<file path="src/rtl/temp_calib_monitor.sv">
// Multi-channel temperature calibration (gain/bias, saturating) with per-channel
// debounced, hysteretic high/low alarms. Define TEMP_MON_STICKY_EN for sticky alarm bits.
module temp_calib_monitor #(
    parameter int CHANNELS  = 4,
    parameter int IN_W      = 8,
    parameter int GAIN_W    = 8,
    parameter int FRAC_BITS = 4,
    parameter int BIAS_W    = 8,
    parameter int OUT_W     = 16,
    parameter int HI_LIMIT  = 180,
    parameter int LO_LIMIT  = 20,
    parameter int HYST      = 4,
    parameter int DEBOUNCE  = 3,
    localparam int CH_W     = (CHANNELS > 1) ? $clog2(CHANNELS) : 1
) (
    input  logic                clk,
    input  logic                reset,
    input  logic                sample_valid,
    input  logic [CH_W-1:0]     sample_ch,
    input  logic [IN_W-1:0]     sample_data,
    input  logic                cfg_we,
    input  logic [CH_W-1:0]     cfg_ch,
    input  logic [GAIN_W-1:0]   cfg_gain,
    input  logic [BIAS_W-1:0]   cfg_bias,
    input  logic [CHANNELS-1:0] alarm_clear,
    output logic                cal_valid,
    output logic [CH_W-1:0]     cal_ch,
    output logic [OUT_W-1:0]    cal_data,
    output logic [CHANNELS-1:0] alarm_hi,
    output logic [CHANNELS-1:0] alarm_lo
);

    localparam int PROD_W = IN_W + GAIN_W;
    localparam int SUM_W  = ((PROD_W > BIAS_W) ? PROD_W : BIAS_W) + 1;
    localparam int WIDE_W = (SUM_W > OUT_W) ? SUM_W : OUT_W;
    localparam int CNT_W  = $clog2(DEBOUNCE + 1);

    localparam logic [WIDE_W-1:0] SAT_MAX  = WIDE_W'({OUT_W{1'b1}});
    localparam logic [OUT_W-1:0]  HI_TH    = OUT_W'(HI_LIMIT);
    localparam logic [OUT_W-1:0]  LO_TH    = OUT_W'(LO_LIMIT);
    localparam logic [OUT_W-1:0]  HI_EXIT  = OUT_W'(HI_LIMIT - HYST);
    localparam logic [OUT_W-1:0]  LO_EXIT  = OUT_W'(LO_LIMIT + HYST);
    localparam logic [CNT_W-1:0]  CNT_LAST = CNT_W'(DEBOUNCE - 1);

    typedef enum logic [1:0] {
        ST_NORMAL,
        ST_HIGH,
        ST_LOW
    } state_t;

    logic [GAIN_W-1:0] gain_q [CHANNELS];
    logic [BIAS_W-1:0] bias_q [CHANNELS];

    logic [GAIN_W-1:0] gain_sel;
    logic [BIAS_W-1:0] bias_sel;
    logic              ch_ok;

    logic              s1_valid;
    logic [CH_W-1:0]   s1_ch;
    logic [PROD_W-1:0] s1_prod;
    logic [BIAS_W-1:0] s1_bias;

    logic [WIDE_W-1:0] wide_sum;
    logic [OUT_W-1:0]  sat_data;

    state_t            state_q [CHANNELS];
    state_t            state_d [CHANNELS];
    logic [CNT_W-1:0]  hi_cnt_q [CHANNELS];
    logic [CNT_W-1:0]  hi_cnt_d [CHANNELS];
    logic [CNT_W-1:0]  lo_cnt_q [CHANNELS];
    logic [CNT_W-1:0]  lo_cnt_d [CHANNELS];

    always_ff @(posedge clk or posedge reset) begin
        if (reset) begin
            for (int unsigned i = 0; i < CHANNELS; i++) begin
                gain_q[i] <= GAIN_W'(1 << FRAC_BITS);
                bias_q[i] <= '0;
            end
        end else begin
            for (int unsigned i = 0; i < CHANNELS; i++) begin
                if (cfg_we && cfg_ch == CH_W'(i)) begin
                    gain_q[i] <= cfg_gain;
                    bias_q[i] <= cfg_bias;
                end
            end
        end
    end

    // Channel decode doubles as the range check: unmatched channel numbers are dropped.
    always_comb begin
        gain_sel = '0;
        bias_sel = '0;
        ch_ok    = 1'b0;
        for (int unsigned i = 0; i < CHANNELS; i++) begin
            if (sample_ch == CH_W'(i)) begin
                gain_sel = gain_q[i];
                bias_sel = bias_q[i];
                ch_ok    = 1'b1;
            end
        end
    end

    always_ff @(posedge clk or posedge reset) begin
        if (reset) begin
            s1_valid <= 1'b0;
            s1_ch    <= '0;
            s1_prod  <= '0;
            s1_bias  <= '0;
        end else begin
            s1_valid <= sample_valid && ch_ok;
            s1_ch    <= sample_ch;
            s1_prod  <= PROD_W'(sample_data) * PROD_W'(gain_sel);
            s1_bias  <= bias_sel;
        end
    end

    always_comb begin
        wide_sum = WIDE_W'(s1_prod >> FRAC_BITS) + WIDE_W'(s1_bias);
        sat_data = (wide_sum > SAT_MAX) ? '1 : OUT_W'(wide_sum);
    end

    always_ff @(posedge clk or posedge reset) begin
        if (reset) begin
            cal_valid <= 1'b0;
            cal_ch    <= '0;
            cal_data  <= '0;
        end else begin
            cal_valid <= s1_valid;
            cal_ch    <= s1_ch;
            cal_data  <= sat_data;
        end
    end

    always_ff @(posedge clk or posedge reset) begin
        if (reset) begin
            for (int unsigned i = 0; i < CHANNELS; i++) begin
                state_q[i]  <= ST_NORMAL;
                hi_cnt_q[i] <= '0;
                lo_cnt_q[i] <= '0;
            end
        end else begin
            state_q  <= state_d;
            hi_cnt_q <= hi_cnt_d;
            lo_cnt_q <= lo_cnt_d;
        end
    end

    always_comb begin
        for (int unsigned i = 0; i < CHANNELS; i++) begin
            state_d[i]  = state_q[i];
            hi_cnt_d[i] = hi_cnt_q[i];
            lo_cnt_d[i] = lo_cnt_q[i];
            if (cal_valid && cal_ch == CH_W'(i)) begin
                case (state_q[i])
                    ST_NORMAL: begin
                        if (cal_data > HI_TH) begin
                            lo_cnt_d[i] = '0;
                            if (hi_cnt_q[i] >= CNT_LAST) begin
                                state_d[i]  = ST_HIGH;
                                hi_cnt_d[i] = '0;
                            end else begin
                                hi_cnt_d[i] = hi_cnt_q[i] + CNT_W'(1);
                            end
                        end else if (cal_data < LO_TH) begin
                            hi_cnt_d[i] = '0;
                            if (lo_cnt_q[i] >= CNT_LAST) begin
                                state_d[i]  = ST_LOW;
                                lo_cnt_d[i] = '0;
                            end else begin
                                lo_cnt_d[i] = lo_cnt_q[i] + CNT_W'(1);
                            end
                        end else begin
                            hi_cnt_d[i] = '0;
                            lo_cnt_d[i] = '0;
                        end
                    end
                    // A direct swing to the opposite limit counts as its first out-of-range sample.
                    ST_HIGH: begin
                        if (cal_data < LO_TH) begin
                            state_d[i]  = ST_NORMAL;
                            hi_cnt_d[i] = '0;
                            lo_cnt_d[i] = CNT_W'(1);
                        end else if (cal_data <= HI_EXIT) begin
                            state_d[i]  = ST_NORMAL;
                            hi_cnt_d[i] = '0;
                            lo_cnt_d[i] = '0;
                        end
                    end
                    ST_LOW: begin
                        if (cal_data > HI_TH) begin
                            state_d[i]  = ST_NORMAL;
                            hi_cnt_d[i] = CNT_W'(1);
                            lo_cnt_d[i] = '0;
                        end else if (cal_data >= LO_EXIT) begin
                            state_d[i]  = ST_NORMAL;
                            hi_cnt_d[i] = '0;
                            lo_cnt_d[i] = '0;
                        end
                    end
                    default: begin
                        state_d[i]  = ST_NORMAL;
                        hi_cnt_d[i] = '0;
                        lo_cnt_d[i] = '0;
                    end
                endcase
            end
        end
    end

    // Alarm bits are registered from the next state so they track the state register.
`ifdef TEMP_MON_STICKY_EN
    always_ff @(posedge clk or posedge reset) begin
        if (reset) begin
            alarm_hi <= '0;
            alarm_lo <= '0;
        end else begin
            for (int unsigned i = 0; i < CHANNELS; i++) begin
                alarm_hi[i] <= (state_d[i] == ST_HIGH) ||
                               (alarm_hi[i] && !(alarm_clear[i] && state_q[i] == ST_NORMAL));
                alarm_lo[i] <= (state_d[i] == ST_LOW) ||
                               (alarm_lo[i] && !(alarm_clear[i] && state_q[i] == ST_NORMAL));
            end
        end
    end
`else
    logic clear_unused;
    assign clear_unused = ^alarm_clear;

    always_ff @(posedge clk or posedge reset) begin
        if (reset) begin
            alarm_hi <= '0;
            alarm_lo <= '0;
        end else begin
            for (int unsigned i = 0; i < CHANNELS; i++) begin
                alarm_hi[i] <= (state_d[i] == ST_HIGH);
                alarm_lo[i] <= (state_d[i] == ST_LOW);
            end
        end
    end
`endif

endmodule

</file>
<file path="config.mk">
export PLATFORM = sky130hd
export DESIGN_NAME = temp_calib_monitor
export DESIGN_NICKNAME = d
export VERILOG_FILES = /design/src/rtl/temp_calib_monitor.sv
export SDC_FILE = /design/constraint.sdc
export NUM_CORES = 1
export LEC_CHECK = 0
export ABC_AREA = 1
export BUFFER_PORTS_ARGS = -buffer_cell sky130_fd_sc_hd__buf_2
export CAP_MARGIN = 20
export CORE_MARGIN = 2
export CORE_UTILIZATION = 35
export DETAILED_ROUTE_END_ITERATION = 16
export RECOVER_POWER = 25
export SYNTH_ARGS = -nofsm -noshare
export SYNTH_HDL_FRONTEND = slang
export SYNTH_SLANG_ARGS = --single-unit
</file>
<file path="constraint.sdc">
create_clock -name clk -period 6.56 [get_ports clk]
set_clock_uncertainty 0.2 [all_clocks]
set_input_delay 0.984 -clock clk [delete_from_list [all_inputs] [get_ports clk]]
set_output_delay 0.984 -clock clk [all_outputs]
set_load 0.005 [all_outputs]
</file>
# Word-level counts from Yosys, hierarchy flattened
# Cells that the tools add are included.
# classes
eq_ne,33
n_reduce_logical,20
mux,87
n_mul,1
n_lt_le_gt_ge,13
addsub,9
# ops
operator,n
$mux 2,62
$pmux 2 s3,12
$mux 8,8
$eq 2x2->1 const B,14
$ne 3x3->1 const B,8
$eq 2x1->1 const B,11
$add 2x1->2 const B,8
$ge 16x5->1 const B,1
$ge 2x2->1 const B,8
$gt 13x16->1 const B,1
$gt 16x8->1 const B,1
$le 16x8->1 const B,1
$lt 16x5->1 const B,1
$mul 8x8->16,1
$mux 16,1
$logic_not 2->1,7
$add 12x8->13,1
$reduce_and 3->1,4
$logic_and 1x1->1,9
$mux 1,4
# word_totals
ff_bits,142
inputBits,36

# Logic depth before layout (Yosys ltp)
# Gate-level depths: netlist of the first run.
# logic_depth
ltp_word,7
depth_mapped,25
depth_no_buf,25

# Worst setup path before layout of the first run
# Ideal clock, no wire load.
# synth_path
path_type,input to register
from,input sample_ch[0]
to,register s1_prod[13]
arrival_time_ns,5.075
setup_ns,0.117
path_slack_ns,1.168
required_time_ns,6.243
cell_stages,21
cell_sequence,buf_2 > nor2_4 > inv_2 > o221ai_1 > o21ai_0 > inv_1 > nor2_1 > fa_1 > fa_1 > fa_1 > inv_1 > fa_1 > inv_1 > ha_1 > a21o_1 > a21oi_1 > o21ai_0 > nand2_1 > nand3_1 > nand2_1 > nand2_1
# synth_between
elab_chain_len,6
word_cells_on_any_way,9
classes_between,1 x mul; 3 x eq/ne; 4 x mux; 1 x reduce/logical
# synth_lines
item,line,rtl
start: declaration,19,"input logic [CH_W-1:0] sample_ch,"
$logic_not 2->1,95,if (sample_ch == CH_W'(i)) begin
$mux 8 (3 in a row),95,
$mux 8 *,95,
$mul 8x8->16 *,112,s1_prod <= PROD_W'(sample_data) * PROD_W'(gain_sel);
end signal: assignment,112,
end: declaration,60,logic [PROD_W-1:0] s1_prod;
# Every way passes the cells marked *; elsewhere a longest branch is shown, timed or not.
# A chain may end at the register's enable or synchronous reset.

# Worst setup path in the final report of the first run
# Same ends and word-level chain as after synthesis.

==> results of run 1 <==
==> logic make-up (layout without fill, tap and decap cells) <==
kind of cell,count (synthesis),after routing,share of synthesized area
xor gates and xnor gates,18,18,0.0196
DFF,135,135,0.421
adders and majority gates,78,78,0.156
and+or+nand+nor,401,401,0.212
other,1,3,0.000467
AOI/OAI and AO/OA,145,145,0.0986
buffers and inverters,189,260,0.0921
==> synthesized netlist by cell type <==
cell / count
buf_6: 1
nand2_1: 237
a21oi_1: 26
inv_1: 166
and2_1: 1
xor2_1: 11
buf_4: 4
dfstp_2: 4
nor2_4: 2
buf_2: 2
nand3_1: 24
nand3b_1: 7
o21ai_0: 94
buf_1: 1
xnor2_1: 7
a21oi_2: 3
dfrtp_1: 131
nor3_1: 20
o21a_1: 1
nand3_2: 2
ha_1: 41
or2_2: 2
nor2_1: 74
clkbuf_1: 12
o211ai_1: 4
nor2_2: 2
inv_2: 2
fa_1: 37
nand4_1: 24
o21bai_1: 2
clkinv_4: 1
conb_1: 1
o221ai_1: 4
nor4_1: 2
nand2_2: 4
o21ai_2: 2
o21ai_1: 3
a22oi_1: 1
a211oi_1: 2
a21o_1: 3
==> where the power goes <==
part | switching (W) | total (W) | internal (W) | leakage, nW
Clock | 0.000354 | 0.000958 | 0.000604 | 0.281
Sequential | 0.000120 | 0.00117 | 0.00105 | 1.68
Combinational | 0.000897 | 0.00145 | 0.000552 | 2.77
==> worst max-delay path, delay by kind of cell <==
family / cells / cell delay (ns)
AOI/OAI and AO/OA: 5 / 0.99
adders and majority gates: 5 / 2.41
buffers and inverters: 5 / 0.92
and+or+nand+nor: 6 / 0.62
==> metrics by stage <==
stage,power [W],hold WS [ns]
4_1_cts,0.00361,0.172
2_1_floorplan,0.00226,0.131
3_3_place_gp,0.00262,0.140
6_report,0.00357,0.158
5_1_grt,0.00389,0.184
3_5_place_dp,0.00264,0.165
==> worst max path at each step <==
stage / to / cells past startpoint / slack (ns) / startpoint
after detailed placement: s1_prod[13]$_DFF_PP0_ / 22 / 0.41 / sample_ch[1]
after floorplan: s1_prod[13]$_DFF_PP0_ / 21 / 1.17 / sample_ch[0]
after CTS: s1_prod[13]$_DFF_PP0_ / 22 / 0.84 / sample_ch[1]
final: s1_prod[13]$_DFF_PP0_ / 21 / 0.74 / sample_ch[0]
after global placement: s1_prod[13]$_DFF_PP0_ / 22 / 0.47 / sample_ch[1]
after global routing: s1_prod[13]$_DFF_PP0_ / 19 / 0.35 / sample_ch[0]
==> routing by layer <==
metal	up-vias	part of all wire	global-route usage
met4	0	0.013	0.0437
met5	-	0	0
met3	21	0.038	0.0306
li1	3171	-	-
met1	2941	0.48	0.208
met2	134	0.47	0.255
==> registers in the layout, indices dropped and copies added, names as in the netlist, 4 cells and up <==
register / count
alarm_hi: 4
alarm_lo: 4
bias_q: 32
cal_data: 13
gain_q: 32
hi_cnt_q: 8
lo_cnt_q: 8
s1_bias: 8
s1_prod: 12
state_q: 8
==> area by class of cell <==
type / count / area [sq um] / area share
well taps: 285 / 357 / 0.0387
inverters: 169 / 641 / 0.0696
flip-flops and latches: 135 / 3380 / 0.368
multi-input cells: 645 / 3920 / 0.425
clock inverters: 12 / 153 / 0.0166
repair buffers: 60 / 313 / 0.0340
clock buffers: 19 / 443 / 0.0481
==> impl_metrics.tcl, run 1 <==
set metrics [dict create \
    status "finished with violations" \
    violations "max-capacitance violations, max-slew violations" \
    r2r.worst_path.cells 20 \
    grt_start_max_net_pins 92 \
    cts.root.buffer_cell "clkbuf_16" \
    cts_repair_resized_insts 0 \
    min-delay-start "s1_valid$_DFF_PP0_" \
    worst_path_largest_cell_delay_ns 0.55 \
    dp_cells 1293 \
    syn_avg_cell_area_sq_um 8.31 \
    clockBufferDepth 2 \
    hold_path_class "reg2reg" \
    ant_nets 0 \
    min_to "cal_valid$_DFF_PP0_" \
    post_synth_inst_count 967 \
    grt_antenna_before_repair 0 \
    placement_rows 55 \
    total_core_area_sq_mm 0.0226 \
    via_count 6267 \
    die_x_microns 155 \
    vdd_ir_drop_max_v 0.000206 \
    cap_viol_max_count 1 \
    flow.area_growth_from_synthesis_pct 14.6 \
    rsz0062_at_grt "false" \
    totalWireLength_mm 17.6 \
    holdPathStages 0 \
    global_route_wire_length_before_repair_mm 30.3 \
    critPathRequiredTime_ns 6.66 \
    timing_hold_violations_final 0 \
    maxSlewViolCount 92 \
    clock_tree.htree_level_count 4 \
    critical_path.reg2reg.endpoint "s1_prod[13]$_DFF_PP0_" \
    post-cts-setup-buffers 0 \
    relSlewSlack -1.68 \
    r2r_setup_slack_ns 1.55 \
    grt_pass1_vias 6321 \
    cts-buffers-inserted 17 \
    ys_seq_area_frac 0.421 \
    initial_standard_cell_utilization_of_the_core 0.356 \
    critical_register_to_register_path_startpoint "gain_q[20]$_DFFE_PP1P_" \
    finalSetupViolCount 0 \
    timing.setup.critical_path_class "in2reg" \
    global_route.overflow_total 0 \
    finalCoreUtilization 0.408 \
    synth_top_area_share 0.408 \
    p_leak_nw 4.73 \
    place.detailed.hpwl_mm 13.2 \
    cts.hold.buffers_added 0 \
    fin_nets 1142 \
    pre_cts_ws_ns 0.414 \
    finish.cell_count_without_fillers 1325 \
    layout-drive-gt1-share 0.107 \
    worstSetupStartpointType "input pin" \
    n_fill_cell 2285 \
    die-area_sq_mm 0.0242 \
    final_weighted_congestion_of_routability_driven_global_placement 0.856 \
    io_pins 63 \
    cts.sink_count 135 \
    measured_slew_at_the_worst_slew_check_pin_ns 3.99 \
    critical_path.max_fanout 13 \
    timing.critical_path.to_type "register" \
    buffer_ports.inserted 55 \
    top_post_synthesis_cells_by_area "dfrtp_1 41%, nand2_1 11%, fa_1 9.2%" \
    setup_total_negative_slack_ns 0 \
    crit_chain "clkbuf_1 -> nor2_4 -> inv_2 -> o221ai_1 -> o21ai_0 -> inv_1 -> nor2_1 -> fa_1 -> fa_1 -> fa_1 -> inv_1 -> fa_1 -> inv_1 -> ha_1 -> a21o_1 -> a21oi_1 -> o21ai_0 -> nand2_1 -> nand3_1 -> nand2_1 -> nand2_1" \
    fin_area_sq_mm 0.00921 \
    maximum_clock_frequency_ghz 0.172 \
    synth.cell_area_sq_mm 0.00803 \
    area_post_placement_sq_mm 0.00861 \
    insertion_delay_ns 0.41 \
    yosysTopAreaCell "dfrtp_1" \
    clk_pin_slew_ns 0.06 \
    detailedRoute.firstPassIterationCount 5 \
    die-height_microns 155 \
    netlist-cell-type-count 40 \
    layout_min_cycle_time_ns 5.82 \
    p_per_area_mw_per_mm2 388 \
    synth_warnings 0 \
    first_iter_violations 388 \
    mostFrequentLayoutCell "nand2_1" \
    critical_path_arrival_ns 5.92 \
    synth.ff_latch_count 135 \
    tritoncts "built" \
    postLayoutSetupSlackWorst_ns 0.741 \
    drt_drc_violations_left 0 \
    slowest_stage "fa_1" \
    antenna-diode-count 0 \
    layout_worst_path_cycle_share 0.887 \
    via_per_inst 4.73 \
    drt_wl_cell_microns 13.3 \
    critPathMostFrequentCell "fa_1" \
    grtUsageTotal 0.155 \
    leading_cell_types_in_the_layout_fill_and_taps_excluded "237 x nand2_1, 165 x inv_1, 131 x dfrtp_1" \
]
(Power assumes the default switching activity.)
==> inputs of run 2 (changes only) <==
Clock period 6.56 ns to 5.09 ns, I/O delays scaled along.
==> run 2 against run 1 <==
The flow still finishes with violations (max-capacitance violations, max-slew violations). Core utilization rose by 1.5 points. Worst hold slack worse by 0.0088 ns. Clock power is 33% higher. Worst setup slack lost 0.46 ns. Via count increased by 2.0%. Critical path depth is 3 higher. Largest cell class unchanged.
==> impl_metrics.tcl, run 2 (same netlist as run 1, synthesis figures left out) <==
set metrics [dict create \
    status "finished with violations" \
    violations "max-capacitance violations, max-slew violations" \
    insertion_delay_ns 0.42 \
    maximum_clock_frequency_ghz 0.208 \
    placement_rows 55 \
    clockBufferDepth 2 \
    fin_area_sq_mm 0.00955 \
    place.detailed.hpwl_mm 13.2 \
    finalCoreUtilization 0.423 \
    drt_drc_violations_left 0 \
    largestRegisters "bias_q x32, gain_q x32, cal_data x13" \
    buffer_ports.inserted 55 \
    worst_path_largest_cell_delay_ns 0.54 \
    leading_cell_types_in_the_layout_fill_and_taps_excluded "237 x nand2_1, 165 x inv_1, 131 x dfrtp_1" \
    measured_slew_at_the_worst_slew_check_pin_ns 2.20 \
    p_leak_nw 4.94 \
    die_x_microns 155 \
    die-height_microns 155 \
    cts.hold.buffers_added 0 \
    via_per_inst 4.67 \
    critPathMostFrequentCell "nand2_1" \
    worstSetupStartpointType "input pin" \
    timing.setup.critical_path_class "in2reg" \
    via_count 6390 \
    grtUsageTotal 0.153 \
    first_iter_violations 348 \
    cts.sink_count 135 \
    grt_start_max_net_pins 107 \
    tritoncts "built" \
    global_route.overflow_total 0 \
    mostFrequentLayoutCell "nand2_1" \
    crit_chain "buf_2 -> inv_2 -> nand2_1 -> nor2_1 -> o21ai_0 -> o21ai_0 -> o21ai_2 -> buf_4 -> buf_4 -> nand2_1 -> fa_1 -> inv_1 -> fa_1 -> inv_1 -> fa_1 -> inv_1 -> ha_1 -> ha_1 -> a21oi_1 -> o21ai_0 -> a21oi_1 -> nand2_1 -> nand2_1 -> nand2_1" \
    layout_min_cycle_time_ns 4.81 \
    global_route_wire_length_before_repair_mm 29.8 \
    n_fill_cell 2267 \
    fin_nets 1184 \
    drt_wl_cell_microns 12.8 \
    critical_path.max_fanout 5 \
    total_core_area_sq_mm 0.0226 \
    clock_tree.htree_level_count 4 \
    timing.critical_path.to_type "register" \
    cts-buffers-inserted 17 \
    finalSetupViolCount 0 \
    ant_nets 0 \
    cts.root.buffer_cell "clkbuf_16" \
    die-area_sq_mm 0.0242 \
    cap_viol_max_count 1 \
    area_post_placement_sq_mm 0.00890 \
    critical_path_arrival_ns 4.91 \
    totalWireLength_mm 17.5 \
    grtUsageMet2 0.253 \
    maxSlewViolCount 107 \
    critPathRequiredTime_ns 5.20 \
    vdd_ir_drop_max_v 0.000238 \
    layout-drive-gt1-share 0.143 \
    timing_hold_violations_final 0 \
    detailedRoute.firstPassIterationCount 5 \
    slowest_stage "fa_1" \
    rsz0062_at_grt "false" \
    grt_pass1_vias 6181 \
    final_weighted_congestion_of_routability_driven_global_placement 0.834 \
    io_pins 63 \
    antenna-diode-count 0 \
    busiest_layer "met2" \
    p_per_area_mw_per_mm2 514 \
    grt_antenna_before_repair 0 \
    flow.area_growth_from_synthesis_pct 18.9 \
    groute.layer.met1.usage 0.209 \
    clk_pin_slew_ns 0.06 \
    layout_worst_path_cycle_share 0.945 \
    relSlewSlack -0.466 \
    hold_path_class "reg2reg" \
    grt_use_met3 0.0284 \
    setup_total_negative_slack_ns 0 \
    initial_standard_cell_utilization_of_the_core 0.356 \
]
run 2: area by class of cell:
type,count,area [sq um],share of cell area
Clock buffer,21,470,0.0493
Clock inverter,11,146,0.0153
Inverter,169,643,0.0673
Multi-Input combinational cell,645,3930,0.412
Sequential cell,135,3380,0.354
Tap cell,285,357,0.0373
Timing Repair Buffer,102,616,0.0645
run 2: layer usage:
layer | wire length (microns) | vias up | part of all wire
li1 | - | 3249 | -
met1 | 8480 | 3002 | 0.49
met2 | 8190 | 126 | 0.47
met3 | 659 | 13 | 0.038
met4 | 145 | 0 | 0.0083
met5 | 0 | - | 0
run 2: path summary, 6_finish.rpt:
kind / depth (start not counted) / startpoint / end / slack [ns]
max: 24 / sample_ch[1] / s1_prod[12]$_DFF_PP0_ / 0.28
min: 0 / s1_ch[1]$_DFF_PP0_ / cal_ch[1]$_DFF_PP0_ / 0.15
max reg2reg: 22 / gain_q[20]$_DFFE_PP1P_ / s1_prod[13]$_DFF_PP0_ / 0.42
min reg2reg: 0 / s1_ch[1]$_DFF_PP0_ / cal_ch[1]$_DFF_PP0_ / 0.15
max in group asynchronous: 3 / reset / cal_data[10]$_DFF_PP0_ / 2.61
min in group asynchronous: 2 / reset / s1_valid$_DFF_PP0_ / 0.82
run 2: repair_timing:
action	in CTS	in global routing
setup buffers	0	1
endpoints found under the setup margin	0	2
gates resized for setup	0	6
run 2: power breakdown:
part / total, W / switching, W / internal (W)
Combinational: 0.00213 / 0.00120 / 0.000925
Clock: 0.00127 / 0.000459 / 0.000810
Sequential: 0.00151 / 0.000164 / 0.00135
run 2: metrics by stage:
step	hold WS, ns	worst slack [ns]	cells	power [W]
after global routing	0.163	0.0181	1368	0.00535
after detailed placement	0.137	-0.257	1332	0.00365
after global placement	0.136	-0.229	1332	0.00363
final	0.149	0.282	1368	0.00491
after floorplan	0.131	0.00258	969	0.00292
after CTS	0.150	0.169	1364	0.00494
run 2: worst max-delay path: cells and delay by family:
kind,cells,cell delay (ns)
AND/OR/NAND/NOR,6,0.38
adder cells (fa/ha/maj),5,2.24
buffers and inverters,7,0.62
AO/OA/AOI/OAI,6,0.89
